## src/rtl/seg7_scan_ctrl_pkg.sv

```systemverilog
// Shared definitions for the two-digit 7-segment scan controller:
// scan state encoding, the all-off pattern and the hex glyph table (active-low, gfedcba).
package seg7_scan_ctrl_pkg;

   typedef enum logic [1:0] {
      BLANK1 = 2'd0,
      DIG0   = 2'd1,
      BLANK0 = 2'd2,
      DIG1   = 2'd3
   } scan_state_t;

   localparam logic [6:0] SEG_OFF = 7'h7F;

   localparam logic [6:0] SEG_CODE [16] = '{
      7'h40, 7'h79, 7'h24, 7'h30, 7'h19, 7'h12, 7'h02, 7'h78,
      7'h00, 7'h10, 7'h08, 7'h03, 7'h46, 7'h21, 7'h06, 7'h0E
   };

endpackage

```

## src/rtl/seg7_scan_ctrl_hex_to_seg7.sv

```systemverilog
// Combinational hex nibble to 7-segment glyph (active-low, gfedcba).
module hex_to_seg7
   import seg7_scan_ctrl_pkg::*;
(
   input  logic [3:0] hex,
   output logic [6:0] seg
);

   assign seg = SEG_CODE[hex];

endmodule

```

## src/rtl/seg7_scan_ctrl.sv

```systemverilog
// Two-digit 7-segment scan controller: per-frame snapshot of val, blanking between digits,
// optional leading-zero suppression, registered Moore outputs.
//
//   state  | meaning
//   BLANK1 | all off after the high digit (also the reset state)
//   DIG0   | low nibble lit on an0; entered on the snapshot edge
//   BLANK0 | all off between low and high digit
//   DIG1   | high nibble lit on an1 (or suppressed as a leading zero)
module seg7_scan_ctrl
   import seg7_scan_ctrl_pkg::*;
#(
   parameter int REFRESH_DIV = 4,
   parameter int BLANK_CYC   = 1,
   parameter int SEG_ACT_LOW = 1
) (
   input  logic       clk,
   input  logic       rst,
   input  logic [7:0] val,
   input  logic       lz_blank,
   output logic [6:0] swg,
   output logic       an0,
   output logic       an1,
   output logic       frame
);

   // With BLANK_CYC=0 the blank states are bypassed; only the post-reset BLANK1 is visited, for one cycle.
   localparam int BLANK_LEN = (BLANK_CYC == 0) ? 1 : BLANK_CYC;
   localparam int CNT_MAX   = (REFRESH_DIV > BLANK_LEN) ? REFRESH_DIV : BLANK_LEN;
   localparam int CW        = (CNT_MAX > 1) ? $clog2(CNT_MAX) : 1;
   localparam logic [CW-1:0] DIG_LAST   = CW'(REFRESH_DIV - 1);
   localparam logic [CW-1:0] BLANK_LAST = CW'(BLANK_LEN - 1);
   localparam logic INV = (SEG_ACT_LOW == 0);

   scan_state_t   state, state_nxt;
   logic [CW-1:0] cnt, cnt_nxt;
   logic [7:0]    snap, snap_nxt;
   logic          last, load;
   logic [3:0]    nib;
   logic [6:0]    seg_raw;
   logic          an0_l, an1_l;
   logic [6:0]    swg_l;

   always_comb begin
      state_nxt = state;
      snap_nxt  = snap;
      if ((state == DIG0) || (state == DIG1)) last = (cnt == DIG_LAST);
      else                                    last = (cnt == BLANK_LAST);
      if (last) begin
         case (state)
            BLANK1:  state_nxt = DIG0;
            DIG0:    state_nxt = (BLANK_CYC == 0) ? DIG1 : BLANK0;
            BLANK0:  state_nxt = DIG1;
            DIG1:    state_nxt = (BLANK_CYC == 0) ? DIG0 : BLANK1;
            default: state_nxt = BLANK1;
         endcase
      end
      cnt_nxt = last ? '0 : cnt + 1'b1;
      load    = (state_nxt == DIG0) && (state != DIG0);
      if (load) snap_nxt = val;
   end

   assign nib = (state_nxt == DIG1) ? snap_nxt[7:4] : snap_nxt[3:0];

   hex_to_seg7 u_hex (
      .hex (nib),
      .seg (seg_raw)
   );

   // Output decode works on the next state so pins change on the same edge as the state register.
   always_comb begin
      an0_l = 1'b1;
      an1_l = 1'b1;
      swg_l = SEG_OFF;
      case (state_nxt)
         DIG0: begin
            an0_l = 1'b0;
            swg_l = seg_raw;
         end
         DIG1: begin
            if (!(lz_blank && (snap_nxt[7:4] == 4'h0))) begin
               an1_l = 1'b0;
               swg_l = seg_raw;
            end
         end
         default: ;
      endcase
   end

   always_ff @(posedge clk or posedge rst) begin
      if (rst) begin
         state <= BLANK1;
         cnt   <= '0;
         snap  <= 8'h00;
         frame <= 1'b0;
         an0   <= 1'b1 ^ INV;
         an1   <= 1'b1 ^ INV;
         swg   <= SEG_OFF ^ {7{INV}};
      end else begin
         state <= state_nxt;
         cnt   <= cnt_nxt;
         snap  <= snap_nxt;
         frame <= load;
         an0   <= an0_l ^ INV;
         an1   <= an1_l ^ INV;
         swg   <= swg_l ^ {7{INV}};
      end
   end

endmodule

```

## config.mk

```make
export PLATFORM = sky130hd
export DESIGN_NAME = seg7_scan_ctrl
export DESIGN_NICKNAME = d
export VERILOG_FILES = /design/src/rtl/seg7_scan_ctrl_pkg.sv /design/src/rtl/seg7_scan_ctrl_hex_to_seg7.sv /design/src/rtl/seg7_scan_ctrl.sv
export SDC_FILE = /design/constraint.sdc
export NUM_CORES = 1
export LEC_CHECK = 0
export ABC_AREA = 1
export CORE_AREA = 4 4 73 58
export CTS_CLUSTER_DIAMETER = 200
export DETAILED_ROUTE_END_ITERATION = 8
export DIE_AREA = 0 0 77 62
export GPL_TIMING_DRIVEN = 0
export PLACE_DENSITY = 0.66
export SETUP_SLACK_MARGIN = 0.3
export SYNTH_ARGS = -nofsm -noshare
export SYNTH_HDL_FRONTEND = slang
export SYNTH_SLANG_ARGS = --single-unit
```

## constraint.sdc

```tcl
create_clock -name clk -period 3.1 [get_ports clk]
set_clock_uncertainty 0.2 [all_clocks]
set_input_delay 0.775 -clock clk [delete_from_list [all_inputs] [get_ports clk]]
set_output_delay 0.775 -clock clk [all_outputs]
set_load 0.01 [all_outputs]
```

== After elaboration in Yosys (flattened, before gate mapping) ==
Memory sizes are Yosys's and may differ from the RTL's.
Cells that the tools add are included.

* Add/sub/neg operators: 1
* $lt $le $gt $ge: 1
* Equality and inequality tests: 7
* Mux-type cells: 13
* Bitwise logic cells: 1
* Reductions and logical operators: 6

{| class="wikitable"
|+ Operator list
! operator !! count
|-
| $mux 7 || 3
|-
| $pmux 7 s2 || 1
|-
| $eq 2x2->1 const B || 4
|-
| $mux 8 || 1
|-
| $pmux 2 s4 || 1
|-
| $ge 5x5->1 const B || 1
|-
| $not 4->5 || 1
|-
| $eq 2x1->1 const B || 2
|-
| $logic_not 2->1 || 2
|-
| $logic_not 4->1 || 1
|-
| $mux 1 || 4
|-
| $mux 2 || 2
|-
| $mux 4 || 1
|-
| $add 2x1->2 const B || 1
|-
| $logic_and 1x1->1 || 2
|-
| $ne 2x1->1 const B || 1
|-
| $logic_or 1x1->1 || 1
|}

* Register bits after elaboration: 22
* Bits in read-only memories: 112
* Input bits: 11
* Output and inout bits: 10
* Word-level logic and storage cells: 37
* Memories: 1

{| class="wikitable"
|+ Memories
! memory !! depth !! width !! rd ports !! clocked after Yosys merged registers in !! wr ports !! RTL line !! source
|-
| (name not given) || 16 || 7 || 1 || 0 || 0 || seg7_scan_ctrl_hex_to_seg7.sv:9 || <nowiki>assign seg = SEG_CODE[hex];</nowiki>
|}

== Depth between registers and ports, before layout ==
Gate-level depths: netlist (run 1).

* Depth in word-level cells: 14
* Depth in mapped cells: 18
* Gate-level depth less buffers: 17

== Cells and area by module ==
From an unflattened synthesis (run 1), not the netlist that was laid out.

* Cell total of the unflattened synthesis: 162
* Area total of the unflattened synthesis: 1336.3 um^2

{| class="wikitable"
|+ By module, submodules not included
! module !! times used !! cells an instance !! area an instance (um^2) !! sequential area each (um^2)
|-
| seg7_scan_ctrl || 1 || 113 || 1062.3 || 561.8
|-
| hex_to_seg7 || 1 || 49 || 274.0 || 0.0
|}

== Worst setup path after synthesis (run 1) ==
Ideal clock, no wire load.

* Path type: register to register
* Start point: register state[0]
* End point: register swg[5]
* Setup time: 0.078 ns
* Data arrival time: 2.103 ns
* Data required time: 2.822 ns
* Slack: 0.719 ns
* Cell stages (with the launch flop): 17
* Path buffers: 0
* Clock period less this slack: 2.381 ns
* Cells stage by stage: dfrtp_1 -> ha_1 -> nor2_2 -> nand2_1 -> nand3_1 -> nand2_4 -> inv_2 -> nand2_2 -> inv_4 -> nand3_1 -> nand2_1 -> inv_1 -> ha_1 -> nand3_1 -> nand3_1 -> nand2_1 -> nand2_1

* Word-level cells in the longest chain between the ends: 14
* Elaborated cells on any way between the ends: 22
* Those cells by class: 6 x eq/ne; 9 x mux; 1 x bitwise; 5 x reduce/logical; 1 x memory

{| class="wikitable"
|+ RTL lines
! what !! RTL line !! source
|-
| from (decl) || seg7_scan_ctrl.sv:34 || <nowiki>scan_state_t state, state_nxt;</nowiki>
|-
| from (signal assigned) || seg7_scan_ctrl.sv:99 || <nowiki>state <= state_nxt;</nowiki>
|-
| branches (longest 3 deep; another with $pmux 2 s4) || - ||
|-
| $mux 2 (*) || seg7_scan_ctrl.sv:48 || <nowiki>if (last) begin</nowiki>
|-
| net state_nxt[1] || seg7_scan_ctrl.sv:34 ||
|-
| $eq 2x1->1 || seg7_scan_ctrl.sv:58, seg7_scan_ctrl.sv:74 ||
|-
| $logic_and 1x1->1 || seg7_scan_ctrl.sv:58 || <nowiki>load = (state_nxt == DIG0) && (state != DIG0);</nowiki>
|-
| $mux 8 || seg7_scan_ctrl.sv:59 || <nowiki>if (load) snap_nxt = val;</nowiki>
|-
| $mux 4 || seg7_scan_ctrl.sv:62 || <nowiki>assign nib = (state_nxt == DIG1) ? snap_nxt[7:4] : snap_nxt[3:0];</nowiki>
|-
| $not 4->5 (implied by the code) || seg7_scan_ctrl_hex_to_seg7.sv:9 ||
|-
| $mem_v2 16x7 || - ||
|-
| $mux 7 (implied by the code) (2 in a row) || seg7_scan_ctrl_hex_to_seg7.sv:9 ||
|-
| $mux 7 || seg7_scan_ctrl.sv:80 || <nowiki>if (!(lz_blank && (snap_nxt[7:4] == 4'h0))) begin</nowiki>
|-
| $pmux 7 s2 (*) || seg7_scan_ctrl.sv:74 || <nowiki>case (state_nxt)</nowiki>
|-
| net swg_l[5] || seg7_scan_ctrl.sv:41 || <nowiki>logic [6:0] swg_l;</nowiki>
|-
| to (signal assigned) || seg7_scan_ctrl.sv:97 || <nowiki>swg <= SEG_OFF ^ {7{INV}};</nowiki>
|-
| to (signal assigned) || seg7_scan_ctrl.sv:105 || <nowiki>swg <= swg_l ^ {7{INV}};</nowiki>
|-
| to (decl) || seg7_scan_ctrl.sv:20 || <nowiki>output logic [6:0] swg,</nowiki>
|}

Mark *: on every way through the listed nets, which the timed path passes. The select of a mux whose other input is x is not followed.

== Worst setup path after layout (run 1) ==
* Start point: register state[0]
* End point: register swg[0]

* Word-level cells in the longest chain between the ends: 14
* Elaborated cells on any way between the ends: 22
* Those cells by class: 6 x eq/ne; 9 x mux; 1 x bitwise; 5 x reduce/logical; 1 x memory

{| class="wikitable"
|+ RTL lines
! what !! RTL line
|-
| branches (longest 13 deep; another with $mem_v2 16x7) || -
|-
| $pmux 7 s2 (*) || seg7_scan_ctrl.sv:74
|-
| net swg_l[0] || seg7_scan_ctrl.sv:41
|}

Marked as above.

==> reports/metrics.cfg, run 1 <==
[run_status]
outcome=completed

[finish]
final_cell_area_um2=1767
drive_gt1_frac=0.2591
synthToLayoutAreaGrowth_pct=27.67
final_cells=235
layout_commonest_cell=nand2_1
final_cell_mix=nand2_1, nand3_1, clkdlybuf4s50_1, inv_1, dfrtp_1
num-fill-cells=336
diodes=0
multi_input_area_um2=769.5
final_core_util=0.4988
regArea_um2=563.0
final_nets=218

[routing]
wl_um=3105
avgRoutedWirePerCell_um=13.21
drt_iter0_markers=65
vias_per_cell=5.038
via_count=1184
drc=0
first_pass_iters=4
postRouteAntennaNets=0

[power_and_ir_drop]
clkPwrFrac=0.311
p_comb_frac=0.158
p_switching_mw=0.1411
p_per_area_nw_per_um2=330.2
seqPwrFrac=0.531
irDropWorstVdd_mv=0.1758
internal-power_mw=0.4422
netSwitchingFraction=0.2419
p_leak_nw=0.8477
total_power_mw=0.5833

[synth]
seq_area_frac_synth=0.4060
yosysWarnings=0
synth.distinct_cells=23
ys_ff_latch=22
syn_area_per_cell_um2=8.490
synth_nets=187
postSynthCellCount=163
syn_area_um2=1384

[worst_setup_path]
cp-end-kind=flop
required_ps=3090
worstPathArrival_ps=2680
path_max_fanout=10
cp-start-kind=flop
path_class=reg2reg

[floorplanning]
row_count=19
start_util=0.3907
ioPinCount=21
die_h_um=62
die_width_um=77
fp.coreArea_um2=3542
dieArea_um2=4774

[global_route]
grt.total_usage=0.1349
grt_max_degree=23
grt_antenna_before_repair=0
grt_pass1_wl_um=5140
grt_pass1_vias=1212
gr-total-overflow=0

[sta]
timing.final.crit_share=0.8667
hold_viol=0
clock.fmax_mhz=372.2
worstMarginPinSlew_ps=855.8
fin_ws_ps=413.4
setup_viol_count_final=0
rsz0062_at_grt=no
tns_ps=0
min_period_ps=2687
report.final.slew_viol_count=0
whs_ps=261.3
max_slew_margin=0.4288

[flow_run]
cap_violations=0

[clock_tree]
clk_transition_reported_paths_ps=80
cts_sinks=22
cts_root_buf=clkbuf_8
cts_max_level=1
clkLatencyLatePin_ps=260
ctsHoldBuffers=0
cts_made_buffers=3
cts_tree=built
clockBufferDepth=2

[worst_hold_path]
worstHoldPathType=reg2reg

[placed_design]
gp_congestion=0.7739
dp_cells=225
io_buffers=20
dp_hpwl_um=2266
pre_cts_ws_ps=344.7
place_area_um2=1637

cell usage after synthesis (all sizes together):
library cell,instances,area (um2)
nand2,60,260.3
nand3,31,190.2
inv,17,66.32
dfrtp,13,325.3
ha,13,162.7
dfstp,9,236.5
nand4,7,50.05
nor2,5,21.27
o21ai,4,38.79
buf,2,18.77
o21bai,1,7.510
or2,1,6.260
sequential cells by signal, indices dropped and copies added, names as in the netlist:
| name | flops |
|---|---|
| state | 2 |
| swg | 7 |
| snap | 8 |
| frame | 1 |
| an1 | 1 |
| cnt | 2 |
| an0 | 1 |
layer usage:
layer  vias up  track usage  part of all wire
li1        585            -                 -
met1       564       0.1626              0.45
met2        27       0.2407              0.49
met3         8      0.03602             0.045
met4         0      0.04822             0.020
met5         -            0                 0
critical path, stage by stage, from the launching register on:
cell,delay (ps)
dfrtp_2,420
inv_1,80
ha_1,210
or2_2,300
nand2_1,90
nand2_2,100
nand3_2,110
buf_6,160
nand2_1,80
nand3_1,110
nand2_2,110
buf_4,150
ha_1,190
nand3_1,110
nand3_1,80
nand2_1,70
nand2_1,50
power by group through the flow:
stage | registers, mW | logic [mW] | clock network, mW
final | 0.310 | 0.0921 | 0.181
after detailed placement | 0.315 | 0.0884 | 0
after global placement | 0.315 | 0.0857 | 0
after global routing | 0.312 | 0.104 | 0.192
after floorplan | 0.320 | 0.0417 | 0
after CTS | 0.310 | 0.0887 | 0.187
cell families after synthesis:
family                     count (synthesis)  synth area share
DFF                                       22            0.4060
and+or+nand+nor                          104            0.3816
buffers and inverters                     19           0.06149
adders and majority gates                 13            0.1175
AOI/OAI and AO/OA                          5           0.03346
worst paths after layout:
path	start	end	slack [ps]	cells after the start
worst min-delay path	cnt[0]$_DFF_PP0_	cnt[0]$_DFF_PP0_	260	1
max in group asynchronous	rst	state[0]$_DFF_PP0_	1340	2
worst min register to register	cnt[0]$_DFF_PP0_	cnt[0]$_DFF_PP0_	260	1
worst max register to register	state[0]$_DFF_PP0_	swg[0]$_DFF_PP1_	410	16
worst max-delay path	state[0]$_DFF_PP0_	swg[0]$_DFF_PP1_	410	16
min in group asynchronous	rst	state[1]$_DFF_PP0_	780	2
what timing repair did:
action                                  in CTS  in global routing
resized for setup                            0                 13
endpoints found under the setup margin       0                  7
setup buffers                                0                  6
final cells by class:
type	count	share of cell area
Clock buffer	4	0.02550
Tap cell	42	0.02975
Buffer	2	0.01275
Sequential cell	22	0.3187
Timing Repair Buffer	26	0.1388
Multi-Input combinational cell	122	0.4356
Inverter	17	0.03895
Power figures use the tool's default switching activity.
==> run 2, diff against run 1 <==
CELL_PAD_IN_SITES_DETAIL_PLACEMENT = 0   (was default)
CELL_PAD_IN_SITES_GLOBAL_PLACEMENT = 1   (was default)
CTS_CLUSTER_DIAMETER = 60   (was 200)
PLACE_DENSITY = 0.83   (was 0.66)
==> reports/metrics.cfg, run 2 (synthesized netlist as in run 1, its figures left out) <==
[global_route]
grt_pass1_vias=1106
grt.total_usage=0.1298
grt_max_degree=23
grt_pass1_wl_um=4843
grt_antenna_before_repair=0
gr-total-overflow=0

[sta]
min_period_ps=2581
hold_viol=0
timing.final.crit_share=0.8326
worstMarginPinSlew_ps=854.9
rsz0062_at_grt=no
fin_ws_ps=518.9
clock.fmax_mhz=387.4
setup_viol_count_final=0
tns_ps=0
max_slew_margin=0.4295
report.final.slew_viol_count=0

[finish]
largest_registers=snap x8, swg x7
top_register=snap
largest_reg_flops=8
final_cell_mix=nand2_1, nand3_1, clkdlybuf4s50_1, inv_1, dfrtp_1
drive_gt1_frac=0.2727
num-fill-cells=326
final_cell_area_um2=1817
diodes=0
layout_commonest_cell=nand2_1
synthToLayoutAreaGrowth_pct=31.28
final_nets=223

[routing]
postRouteAntennaNets=0
vias_per_cell=4.825
first_pass_iters=4
drt_iter0_markers=43
via_count=1158
wl_um=3001
drc=0
avgRoutedWirePerCell_um=12.50

[floorplanning]
die_width_um=77
start_util=0.3907
row_count=19
dieArea_um2=4774
ioPinCount=21
fp.coreArea_um2=3542
die_h_um=62

[power_and_ir_drop]
p_leak_nw=0.8853
total_power_mw=0.6645
p_per_area_nw_per_um2=365.8
irDropWorstVdd_mv=0.2451

[clock_tree]
clkLatencyLatePin_ps=260
clockBufferDepth=2
clk_transition_reported_paths_ps=80
cts_made_buffers=3
cts_sinks=22
cts_tree=built
cts_root_buf=clkbuf_8
cts_max_level=1
ctsHoldBuffers=0

[worst_setup_path]
path_buf_inv=3
worstPathArrival_ps=2580
crit_chain=inv_1, ha_2, o21ai_2, nand2_1, nand2_1, nand2_2, nand3_2, buf_6, nand2_1, nand3_1, nand2_2, inv_1, ha_1, nand3_1, nand3_1, nand2_1, nand2_1
path_max_fanout=8
required_ps=3100
r2r_cells=17
path_class=reg2reg
critical-path-top-delay-family=simple AND/OR/NAND/NOR gates
crit_slowest_cell=dfrtp_1
path_common_cell=nand2_1
path_depth=17
critPathMaxStageDelay_ps=410
cp-end-kind=flop
cp-start-kind=flop

[worst_hold_path]
worstHoldPathType=reg2reg
whs_path_depth=1

[run_status]
outcome=completed

[placed_design]
dp_hpwl_um=2243
pre_cts_ws_ps=350.9
place_area_um2=1637
gp_congestion=0.8679
io_buffers=20

[flow_run]
cap_violations=0

run 2: layer usage:
layer	share of wire	GRT usage
met3	0.047	0.03458
met5	0	0
met4	0.015	0.05076
met2	0.45	0.2208
met1	0.48	0.1625
run 2: what timing repair did:
action                                  4_1_cts  5_1_grt
gates resized for setup                       0        8
endpoints found under the setup margin        0        7
buffers inserted                              0       11
run 2: final cells by class:
type / instances / area (um2) / share of cell area
multi-input combinational: 122 / 759.5 / 0.4180
inverter: 17 / 66.31 / 0.03650
timing repair buffer: 31 / 282.8 / 0.1556
tap: 42 / 52.55 / 0.02893
clock inverter: 1 / 30.03 / 0.01653
sequential: 22 / 561.8 / 0.3092
clock buffer: 3 / 41.29 / 0.02273
buffer: 2 / 22.52 / 0.01240
run 2: worst paths after layout:
| kind | start | endpoint | slack (ps) |
|---|---|---|---|
| max | state[1]$_DFF_PP0_ | swg[6]$_DFF_PP1_ | 520 |
| min | cnt[0]$_DFF_PP0_ | cnt[0]$_DFF_PP0_ | 260 |
| max reg2reg | state[1]$_DFF_PP0_ | swg[6]$_DFF_PP1_ | 520 |
| min reg2reg | cnt[0]$_DFF_PP0_ | cnt[0]$_DFF_PP0_ | 260 |
| max in group asynchronous | rst | state[1]$_DFF_PP0_ | 1390 |
| min in group asynchronous | rst | snap[5]$_DFF_PP0_ | 780 |
run 2: where the power goes:
part	internal [mW]	leakage [nW]	switching (mW)	total, mW
sequential	0.306	0.242	0.00397	0.310
combinational	0.0437	0.607	0.0457	0.0893
clock	0.173	0.0357	0.0928	0.265
run 2: stage by stage:
stage / cells / hold slack (ps) / util
after floorplan: 163 / 228.7 / -
after global placement: 225 / 243.8 / 0.4620
after detailed placement: 225 / 257.1 / 0.4620
after CTS: 229 / 270.8 / 0.4822
after global routing: 240 / 298.3 / 0.5129
final: 240 / 261.6 / 0.5129
==> run 3, diff against run 2 <==
clock period = 2.6 ns   (was 3.1 ns; I/O delays follow)
==> reports/metrics.cfg, run 3 (synthesized netlist as in run 1, its figures left out) <==
[sta]
rsz0062_at_grt=yes
report.final.slew_viol_count=0
hold_viol=0
worstMarginPinSlew_ps=828.4
max_slew_margin=0.4471
min_period_ps=2529
timing.final.crit_share=0.9729
clock.fmax_mhz=395.3
tns_ps=0
setup_viol_count_final=0

[routing]
drt_iter0_markers=49
via_count=1282
postRouteAntennaNets=0
avgRoutedWirePerCell_um=13.97
wl_um=3549
first_pass_iters=4
vias_per_cell=5.047
drc=0

[finish]
synthToLayoutAreaGrowth_pct=60.76
largest_registers=snap x8, swg x7
drive_gt1_frac=0.5000
final_cell_area_um2=2225
layout_commonest_cell=nand2_1
largest_reg_flops=8
top_register=snap
final_nets=237
diodes=0
final_cell_mix=nand2_1, buf_4, clkdlybuf4s50_1, nand3_1, nand2_2

[placed_design]
io_buffers=20
place_area_um2=1733
gp_congestion=0.8654
dp_hpwl_um=2298

[clock_tree]
cts_tree=built
clkLatencyLatePin_ps=260
clockBufferDepth=2
cts_sinks=22
cts_made_buffers=3
cts_root_buf=clkbuf_8
clk_transition_reported_paths_ps=80
cts_max_level=1

[worst_setup_path]
path_buf_inv=3
cp-start-kind=flop
worstPathArrival_ps=2540
crit_slowest_cell=dfrtp_2
path_common_cell=nand2_4
path_class=reg2reg
crit_chain=ha_4, o21ai_4, nand2_4, nand2_4, nand2_4, buf_4, buf_6, nand2_8, buf_4, nand2_2, nand2_4, ha_4, nand3_2, nand3_1, nand2_2, nand2_1
path_max_fanout=5
critPathMaxStageDelay_ps=460
cp-end-kind=flop
critical-path-top-delay-family=simple AND/OR/NAND/NOR gates
required_ps=2610

[flow_run]
cap_violations=0

[floorplanning]
start_util=0.3907
row_count=19
dieArea_um2=4774
die_h_um=62
fp.coreArea_um2=3542
ioPinCount=21
die_width_um=77

[global_route]
grt_pass1_vias=1271
grt_pass1_wl_um=5809
grt.total_usage=0.1531
gr-total-overflow=0
grt_antenna_before_repair=0
grt_max_degree=23

[power_and_ir_drop]
p_leak_nw=0.9900
irDropWorstVdd_mv=0.3997
p_per_area_nw_per_um2=368.8

[worst_hold_path]
worstHoldPathType=reg2reg

[run_status]
outcome=completed

## run 3: path summary, 6_finish.rpt
| check | startpoint | to | slack, ps | depth (start not counted) |
|---|---|---|---|---|
| setup / recovery | state[0]$_DFF_PP0_ | swg[3]$_DFF_PP1_ | 70 | 16 |
| hold / removal | cnt[0]$_DFF_PP0_ | cnt[0]$_DFF_PP0_ | 250 | 1 |
| setup reg to reg | state[0]$_DFF_PP0_ | swg[3]$_DFF_PP1_ | 70 | 16 |
| hold reg to reg | cnt[0]$_DFF_PP0_ | cnt[0]$_DFF_PP0_ | 250 | 1 |
| max in group asynchronous | rst | state[1]$_DFF_PP0_ | 980 | 2 |
| min in group asynchronous | rst | snap[3]$_DFF_PP0_ | 650 | 2 |
## run 3: through the flow
step	cells	worst slack [ps]	hold WS, ps	total power [mW]	utilization
after floorplan	163	292.6	228.7	0.4372	-
after global placement	225	71.06	243.9	0.4838	0.4892
after detailed placement	225	12.20	250.1	0.4874	0.4892
after CTS	248	140.6	258.6	0.8184	0.5892
after global routing	254	-37.08	289.7	0.8565	0.6280
final	254	70.58	254.1	0.8205	0.6280
## run 3: area by class of cell
cell class	instances	area, um2
Clock buffer	3	41.29
Inverter	17	78.83
Tap cell	42	52.55
Multi-Input combinational cell	122	1036
Timing Repair Buffer	45	395.4
Buffer	2	26.28
Sequential cell	22	564.3
Fill cell	275	1318
Clock inverter	1	30.03
## run 3: what timing repair did
item | 4_1_cts | 5_1_grt
endpoints found under the setup margin | 7 | 9
hold buffers | 0 | 0
resized for setup | 30 | 20
hold endpoints to repair | 0 | 0
setup buffers | 19 | 6
pin swaps | 24 | 20
## run 3: routing by layer
metal / up-vias / routed length, um / GRT usage / share of wire
met5: - / 0 / 0 / 0
met4: 0 / 20 / 0.03046 / 0.0056
met3: 4 / 141 / 0.03602 / 0.040
met2: 32 / 1808 / 0.2717 / 0.51
met1: 618 / 1578 / 0.1971 / 0.44
li1: 628 / - / - / -
## run 3: power breakdown
group          internal [mW]  leakage, nW  switching (mW)
clock                  0.205       0.0357           0.108
combinational         0.0659        0.713          0.0701
sequential             0.365        0.241         0.00631
